===== src/rtl/ssd_driver.sv =====
// -----------------------------------------------------------------------------
// ssd_driver
//
// Time-multiplexed driver for an 8-digit, common-anode, seven-segment display
// showing a 32-bit value as eight hex digits.
//
// Each digit owns a slot of REFRESH_DIV clock cycles. The digit is driven for
// the first REFRESH_DIV-GUARD cycles of its slot. It is dark for the last
// GUARD cycles, so the previous digit's pattern does not ghost onto the next
// anode. Optional leading-zero blanking darkens the upper digits that hold
// only leading zeros. Digit 0 always shows.
//
// Parameters
//   REFRESH_DIV : clock cycles per digit slot (2 .. 2^24)
//   GUARD       : dark cycles at the end of each slot (1 .. REFRESH_DIV-1)
//
// Ports
//   clk      : rising-edge clock
//   rst      : asynchronous reset, active low
//   data_in  : value to display
//   load     : when high at a clock edge, data_in is captured into shown
//   blank_lz : leading-zero blanking enable, used live every cycle
//   anode    : digit enables, active low; bit i selects hex digit i
//   seg      : segments {g,f,e,d,c,b,a}, active low
//   dp       : decimal point, active low; always off
//   shown    : the value currently latched for display
// -----------------------------------------------------------------------------
module ssd_driver #(
    parameter int REFRESH_DIV = 100000,
    parameter int GUARD       = 2
) (
    input  logic        clk,
    input  logic        rst,
    input  logic [31:0] data_in,
    input  logic        load,
    input  logic        blank_lz,
    output logic [7:0]  anode,
    output logic [6:0]  seg,
    output logic        dp,
    output logic [31:0] shown
);

    localparam int CW = $clog2(REFRESH_DIV);
    localparam logic [CW-1:0] CNT_LAST  = CW'(REFRESH_DIV - 1);
    localparam logic [CW-1:0] DRIVE_LEN = CW'(REFRESH_DIV - GUARD);

    typedef enum logic {
        ST_DRIVE = 1'b0,
        ST_GUARD = 1'b1
    } state_t;

    state_t        state_reg,  state_next;
    logic [CW-1:0] cnt_reg,    cnt_next;
    logic [2:0]    idx_reg,    idx_next;
    logic [31:0]   shown_reg,  shown_next;
    logic [7:0]    anode_reg,  anode_next;
    logic [6:0]    seg_reg,    seg_next;

    logic          cnt_wrap;
    logic [3:0]    nibble;
    logic [7:0]    lz_blank;

    // Hex digit to active-low segment pattern, {g,f,e,d,c,b,a}.
    function automatic logic [6:0] hex_to_seg(input logic [3:0] value);
        logic [6:0] pattern;
        case (value)
            4'h0:    pattern = 7'h40;
            4'h1:    pattern = 7'h79;
            4'h2:    pattern = 7'h24;
            4'h3:    pattern = 7'h30;
            4'h4:    pattern = 7'h19;
            4'h5:    pattern = 7'h12;
            4'h6:    pattern = 7'h02;
            4'h7:    pattern = 7'h78;
            4'h8:    pattern = 7'h00;
            4'h9:    pattern = 7'h10;
            4'hA:    pattern = 7'h08;
            4'hB:    pattern = 7'h03;
            4'hC:    pattern = 7'h46;
            4'hD:    pattern = 7'h21;
            4'hE:    pattern = 7'h06;
            default: pattern = 7'h0E;
        endcase
        return pattern;
    endfunction

    // Digit gi is a leading zero when nibbles gi..7 are all zero.
    // Digit 0 is exempt, so a value of zero still shows a single "0".
    genvar gi;
    generate
        for (gi = 0; gi < 8; gi++) begin : g_lz
            if (gi == 0) begin : g_digit0
                assign lz_blank[gi] = 1'b0;
            end else begin : g_upper
                assign lz_blank[gi] = blank_lz && (shown_reg[31:4*gi] == '0);
            end
        end
    endgenerate

    assign nibble = shown_reg[{idx_reg, 2'b00} +: 4];

    always_ff @(posedge clk or negedge rst) begin
        if (!rst) begin
            state_reg <= ST_DRIVE;
            cnt_reg   <= '0;
            idx_reg   <= '0;
            shown_reg <= '0;
            anode_reg <= 8'hFF;
            seg_reg   <= 7'h7F;
        end else begin
            state_reg <= state_next;
            cnt_reg   <= cnt_next;
            idx_reg   <= idx_next;
            shown_reg <= shown_next;
            anode_reg <= anode_next;
            seg_reg   <= seg_next;
        end
    end

    always_comb begin
        cnt_wrap   = (cnt_reg == CNT_LAST);
        cnt_next   = cnt_wrap ? '0 : cnt_reg + 1'b1;
        idx_next   = cnt_wrap ? idx_reg + 3'd1 : idx_reg;
        shown_next = load ? data_in : shown_reg;

        // The state tracks the phase of the count it is loaded with.
        // This keeps state_reg consistent with cnt_reg on every cycle.
        state_next = (cnt_next < DRIVE_LEN) ? ST_DRIVE : ST_GUARD;

        // Outputs are registered from the current count, digit and value.
        // A newly loaded value appears one edge after it is captured.
        anode_next = 8'hFF;
        seg_next   = 7'h7F;
        if (state_reg == ST_DRIVE && !lz_blank[idx_reg]) begin
            anode_next = ~(8'd1 << idx_reg);
            seg_next   = hex_to_seg(nibble);
        end
    end

    assign anode = anode_reg;
    assign seg   = seg_reg;
    assign dp    = 1'b1;
    assign shown = shown_reg;

endmodule

===== config.mk =====
export PLATFORM = sky130hd
export DESIGN_NAME = ssd_driver
export DESIGN_NICKNAME = d
export VERILOG_FILES = /design/src/rtl/ssd_driver.sv
export SDC_FILE = /design/constraint.sdc
export NUM_CORES = 1
export LEC_CHECK = 0
export ABC_AREA = 1
export CAP_MARGIN = 20
export CORE_MARGIN = 3
export CORE_UTILIZATION = 45
export DETAILED_ROUTE_END_ITERATION = 10
export PLACE_DENSITY = 0.72
export RECOVER_POWER = 50
export SLEW_MARGIN = 20
export SYNTH_ARGS = -nofsm -noshare
export SYNTH_HDL_FRONTEND = slang
export SYNTH_SLANG_ARGS = --single-unit

===== constraint.sdc =====
create_clock -name clk -period 2.7 [get_ports clk]
set_input_delay 0.54 -clock clk [delete_from_list [all_inputs] [get_ports clk]]
set_output_delay 0.54 -clock clk [all_outputs]
set_load 0.01 [all_outputs]

==> flow_summary.ini, run 1 <==
[sta]
clock.fmax_ghz = 0.460
rsz_0062_raised_after_global_routing = false
max_slew.worst_pin.slew_ps = 1580
final.setup.tns_ps = 0
worst_slew_margin_rel = -0.0525
finalHoldViolCount = 0
period_needed_ps = 2180
finalClockSkew_ps = 10.2
finalCritPeriodShare = 0.806
timing.final.setup_violations = 0
slew_viol_final = 69

[clock_tree]
tritoncts_num_sinks = 68
clock_latency_ps = 340
clk_transition_reported_paths_ps = 70
cts-hold-fix-buffers = 0
cts_buffers = 9
cts_max_level = 3
ctsLongestPathBuffers = 2
clock-root-buffer = clkbuf_8
cts_tree = yes
postCtsSetupBuffers = 0
cts_resized = 0

[logic_synthesis]
yosysWarningCount = 0
yosys.cell_types.count = 36
syn_area_per_cell_um2 = 8.03
synthDominantAreaCellType = dfrtp_1
post-synth-top-area-fraction = 0.359
mapped_nets = 509
yosys-top-cells-area = dfrtp_1 (36%), nand2_1 (12%), dfstp_2 (11%), inv_1 (6.7%), nand3_1 (5.6%)
netlist_area_um2 = 3690
synth_sequential_area_ratio = 0.466
ys_ff_latch = 68
syn-instance-count = 460

[die]
floorplan.die.height_um = 96.6
dieArea_um2 = 9330
core_area_um2 = 7850
rows = 32
initial_core_util = 0.471
boundaryPins = 84
die_width_um = 96.6

[run_status]
outcome = finished with violations
violations = max-capacitance violations, max-slew violations

[critical_path]
worst-r2r-cell-count = 10
criticalPathCategory = reg2reg
crit_arrival_ps = 2400
critPathRequiredTime_ps = 2930
timing.critical_path.to_type = flop
largest_driver_fanout_on_the_critical_path = 14
critical_path_source_type = flop

[pwr]
leakage_uw = 0.00225
ir_drop_v = 0.000288
power_per_cell_area_nw_per_um2 = 498

[cells_and_area]
fillerInstances = 732
seqCellArea_um2 = 1720
multi_input_area_um2 = 1570
layout-drive-gt1-share = 0.104
layout.nets = 590
final_common_cell = nand2_1
area_growth_pct = 28.2
most-common-layout-cells = nand2_1 (117), clkdlybuf4s50_1 (80), inv_1 (66)
largest_reg_flops = 32
layout.core_utilization = 0.603
n_antenna_cell = 0

[hold_path]
hold_path_class = reg2reg
hold-path-cell-count = 1

[detailed_routing]
drc = 0
drt.antenna.violating_nets = 0
number_of_iterations_in_the_first_detailed_routing_pass = 4
wl_um = 9010
drt_first_iter_violations = 172
routedWlPerCell_um = 13.9
routed_via_density = 4.96
detailroute.via_count = 3216

[placement]
dp.final_hpwl_um = 6990
gp_congestion = 0.880
portBuffers = 82

[global_route]
grt_overflow_total = 0
number_of_global_route_vias_before_repair = 3180
globalRouteTotalUtil = 0.211
grt_pass1_wl_um = 15000
antenna_violations_before_repair = 0
grt_max_degree = 69

[run]
timing.max_cap.violations = 1
## worst max-delay path, stage by stage, from the launching register on
cell and delay, ps:
dfrtp_1 550, inv_2 190, o21ai_0 190, nand2_1 80, o21ai_1 360, inv_1 150, ha_1 250, nand2_1 60
o21ai_0 80, nand2_1 80, nand3_1 80
## routing by layer
layer,share of wire,track usage,vias to the layer above
met5,0,0,-
met4,0.019,0.0806,0
met3,0.057,0.0434,16
met2,0.46,0.329,88
met1,0.47,0.288,1483
li1,-,-,1629
## cells in the mapped netlist
cell	count
nand2_1	117
inv_1	66
dfrtp_1	53
nand3_1	41
o21ai_0	40
nor2_1	24
dfstp_2	15
nand4_1	14
ha_1	13
a21oi_1	9
nor2_2	7
mux2_2	6
o211ai_1	6
o21ai_1	6
clkbuf_1	5
nor3_1	5
buf_4	4
buf_6	4
a21oi_2	3
inv_2	3
buf_2	2
nor2_4	2
xor2_1	2
and2_1	1
buf_1	1
buf_8	1
clkinv_1	1
conb_1	1
nand2_2	1
nand3_2	1
nor4_1	1
o21ai_2	1
o21ai_4	1
o22ai_1	1
or2_0	1
xnor2_1	1
## report_power, final
| part | internal, uW | leakage [uW] | switching [uW] |
|---|---|---|---|
| registers | 1090 | 0.000822 | 38.5 |
| logic | 208 | 0.00133 | 201 |
| clock network | 447 | 0.0000991 | 370 |
| total | 1750 | 0.00225 | 610 |
## layout make-up
type / count / share of cell area
Sequential cell: 68 / 0.363
Multi-Input combinational cell: 305 / 0.331
Timing Repair Buffer: 87 / 0.182
Inverter: 70 / 0.0555
Clock buffer: 11 / 0.0299
Tap cell: 102 / 0.0270
Clock inverter: 5 / 0.0111
## final timing paths
| kind | start | endpoint | slack (ps) |
|---|---|---|---|
| setup / recovery | idx_reg[0] | seg[0] | 520 |
| hold / removal | cnt_reg[0] | cnt_reg[0] | 500 |
| setup reg to reg | idx_reg[0] | seg[0] | 520 |
| hold reg to reg | cnt_reg[0] | cnt_reg[0] | 500 |
| max in group asynchronous | rst | cnt_reg[13] | 1070 |
| min in group asynchronous | rst | shown[14] | 680 |
## stage by stage
step / hold WS, ps / worst slack, ps / cells / area [um^2] / total power (uW)
floorplan: 244 / 864 / 460 / 3690 / 1320
global placement: 475 / 664 / 632 / 4580 / 1560
detailed placement: 482 / 567 / 632 / 4580 / 1560
CTS: 220 / 526 / 648 / 4770 / 2380
global route: 501 / 261 / 648 / 4730 / 2470
finish: 497 / 525 / 648 / 4730 / 2360
## cells by family after synthesis
| kind of cell | synth area share |
|---|---|
| simple gates | 0.257 |
| fa+ha+maj | 0.0441 |
| flops | 0.466 |
| other cells | 0.00102 |
| mux | 0.0183 |
| buf+inv | 0.104 |
| xor+xnor | 0.00712 |
| compound gates | 0.102 |
(Power assumes the default switching activity.)
==> run 2, diff against run 1 <==
--- a/config.mk
+++ b/config.mk
@@ -10,7 +10,7 @@
 export CORE_MARGIN = 3
 export CORE_UTILIZATION = 45
 export DETAILED_ROUTE_END_ITERATION = 10
-export PLACE_DENSITY = 0.72
+export PLACE_DENSITY = 0.75
 export RECOVER_POWER = 50
 export SLEW_MARGIN = 20
 export SYNTH_ARGS = -nofsm -noshare
==> constraint.sdc (replaced) <==
create_clock -name clk -period 1.9 [get_ports clk]
set_input_delay 0.38 -clock clk [delete_from_list [all_inputs] [get_ports clk]]
set_output_delay 0.38 -clock clk [all_outputs]
set_load 0.01 [all_outputs]
==> run 2 against run 1 <==
Effect of this change:
- the flow now finishes without violations
- flip-flop and latch count unchanged
- combinational power up 42%
- sequential share of layout area down 0.99 points
- setup slack worse by 440 ps
- via count about the same
- clock-buffer cell count unchanged
- register-to-register slack worse by 440 ps
- design area up 2.9%
==> flow_summary.ini, run 2 (synthesis results as in run 1) <==
[sta]
hold_ws_ps = 476
timing.final.setup_violations = 0
worst_slew_margin_rel = 0.0378
finalCritPeriodShare = 0.955
max_slew.worst_pin.slew_ps = 1440
postLayoutSetupSlackWorst_ps = 86.2
slew_viol_final = 0
period_needed_ps = 1810
finalHoldViolCount = 0
clock.fmax_ghz = 0.551
finalClockSkew_ps = 7.98
rsz_0062_raised_after_global_routing = true

[cells_and_area]
seqCellArea_um2 = 1720
final_cell_count_no_fill = 656
layout-drive-gt1-share = 0.139
final_common_cell = nand2_1
final_area_um2 = 4870
area_growth_pct = 31.9
most-common-layout-cells = nand2_1 (117), clkdlybuf4s50_1 (80), inv_1 (65)
multi_input_area_um2 = 1620
largest_reg_flops = 32
layout.nets = 599
fillerInstances = 687
n_antenna_cell = 0

[critical_path]
worst_r2r_endpoint = seg[0]
timing.critical_path.to_type = flop
critical_path_source_type = flop
critPathRequiredTime_ps = 2150
r2r_setup_slack_ps = 90
crit_arrival_ps = 2060
timing.rr.start = idx_reg[0]
worst-r2r-cell-count = 10
criticalPathCategory = reg2reg
largest_driver_fanout_on_the_critical_path = 18

[die]
floorplan.die.height_um = 96.6
initial_core_util = 0.471
boundaryPins = 84
die_width_um = 96.6
rows = 32
core_area_um2 = 7850
dieArea_um2 = 9330

[detailed_routing]
wl_um = 8750
drc = 0
number_of_iterations_in_the_first_detailed_routing_pass = 4
drt.antenna.violating_nets = 0
routed_via_density = 4.91
routedWlPerCell_um = 13.3
drt_first_iter_violations = 134
detailroute.via_count = 3219

[clock_tree]
cts_buffers = 9
clk_transition_reported_paths_ps = 70
cts_tree = yes
ctsLongestPathBuffers = 2
clock-root-buffer = clkbuf_8
cts-hold-fix-buffers = 0
tritoncts_num_sinks = 68
clock_latency_ps = 340
cts_max_level = 3

[placement]
post_dp_cell_area_um2 = 4640
gp_congestion = 0.884
dp.final_hpwl_um = 6540
placement.setup.worst_slack_ps = -35.7
portBuffers = 82
place.detailed.instances = 639

[global_route]
grt_util_met3 = 0.0372
groute.layer.met2.usage = 0.325
most_used_routing_layer = met2
antenna_violations_before_repair = 0
grt_overflow_total = 0
number_of_global_route_vias_before_repair = 3113
grt_pass1_wl_um = 14700
grt_max_degree = 69
globalRouteTotalUtil = 0.206
grt_use_met1 = 0.282

[run]
timing.max_cap.violations = 0

[hold_path]
hold_path_class = in2async

[pwr]
power_per_cell_area_nw_per_um2 = 710
ir_drop_v = 0.000430
overall_power_after_layout_uw = 3460
leakage_uw = 0.00230

[run_status]
outcome = finished, final reports clean
run 2: critical path, cell delays in order (launching register included):
cell and delay (ps):
dfrtp_2 450, buf_12 170, a21oi_2 120, o21ai_1 80, nand2_1 90, o21ai_2 80
buf_4 160, ha_1 210, or2_0 220, nand2_1 70, nand3_1 70
run 2: how the worst max path moves through the flow:
stage,startpoint,end,slack [ps]
after CTS,idx_reg[0],seg[3],10
final,idx_reg[0],seg[0],90
after detailed placement,blank_lz,anode[1],-40
after global routing,idx_reg[0],seg[0],-20
after global placement,blank_lz,seg[0],40
after floorplan,idx_reg[0],seg[3],60
run 2: repair_timing:
item,4_1_cts,5_1_grt
setup endpoints to repair,0,16
setup buffers,0,2
gates resized for setup,0,15
run 2: final cells by class:
| type | count | share of cell area |
|---|---|---|
| well taps | 102 | 0.0262 |
| multi-input cells | 305 | 0.332 |
| inverters | 70 | 0.0545 |
| flip-flops and latches | 68 | 0.353 |
| clock inverters | 4 | 0.0154 |
| repair buffers | 96 | 0.191 |
| clock buffers | 11 | 0.0270 |
run 2: routing by layer:
metal  part of all wire  wire length [um]  vias up
li1                   -                 -     1649
met2               0.45              3980       88
met1               0.47              4160     1465
met5                  0                 0        -
met4              0.021               183        0
met3              0.049               430       17
run 2: stage by stage:
step / setup TNS, ps / utilization
floorplan: 0 / -
global placement: 0 / 0.591
detailed placement: -42.8 / 0.591
CTS: 0 / 0.618
global route: -22.7 / 0.621
finish: 0 / 0.621
run 2: power breakdown:
group          internal (uW)  leakage [uW]  switching, uW
combinational            301       0.00138            281
sequential              1550      0.000820           53.4
clock                    733     0.0000956            541
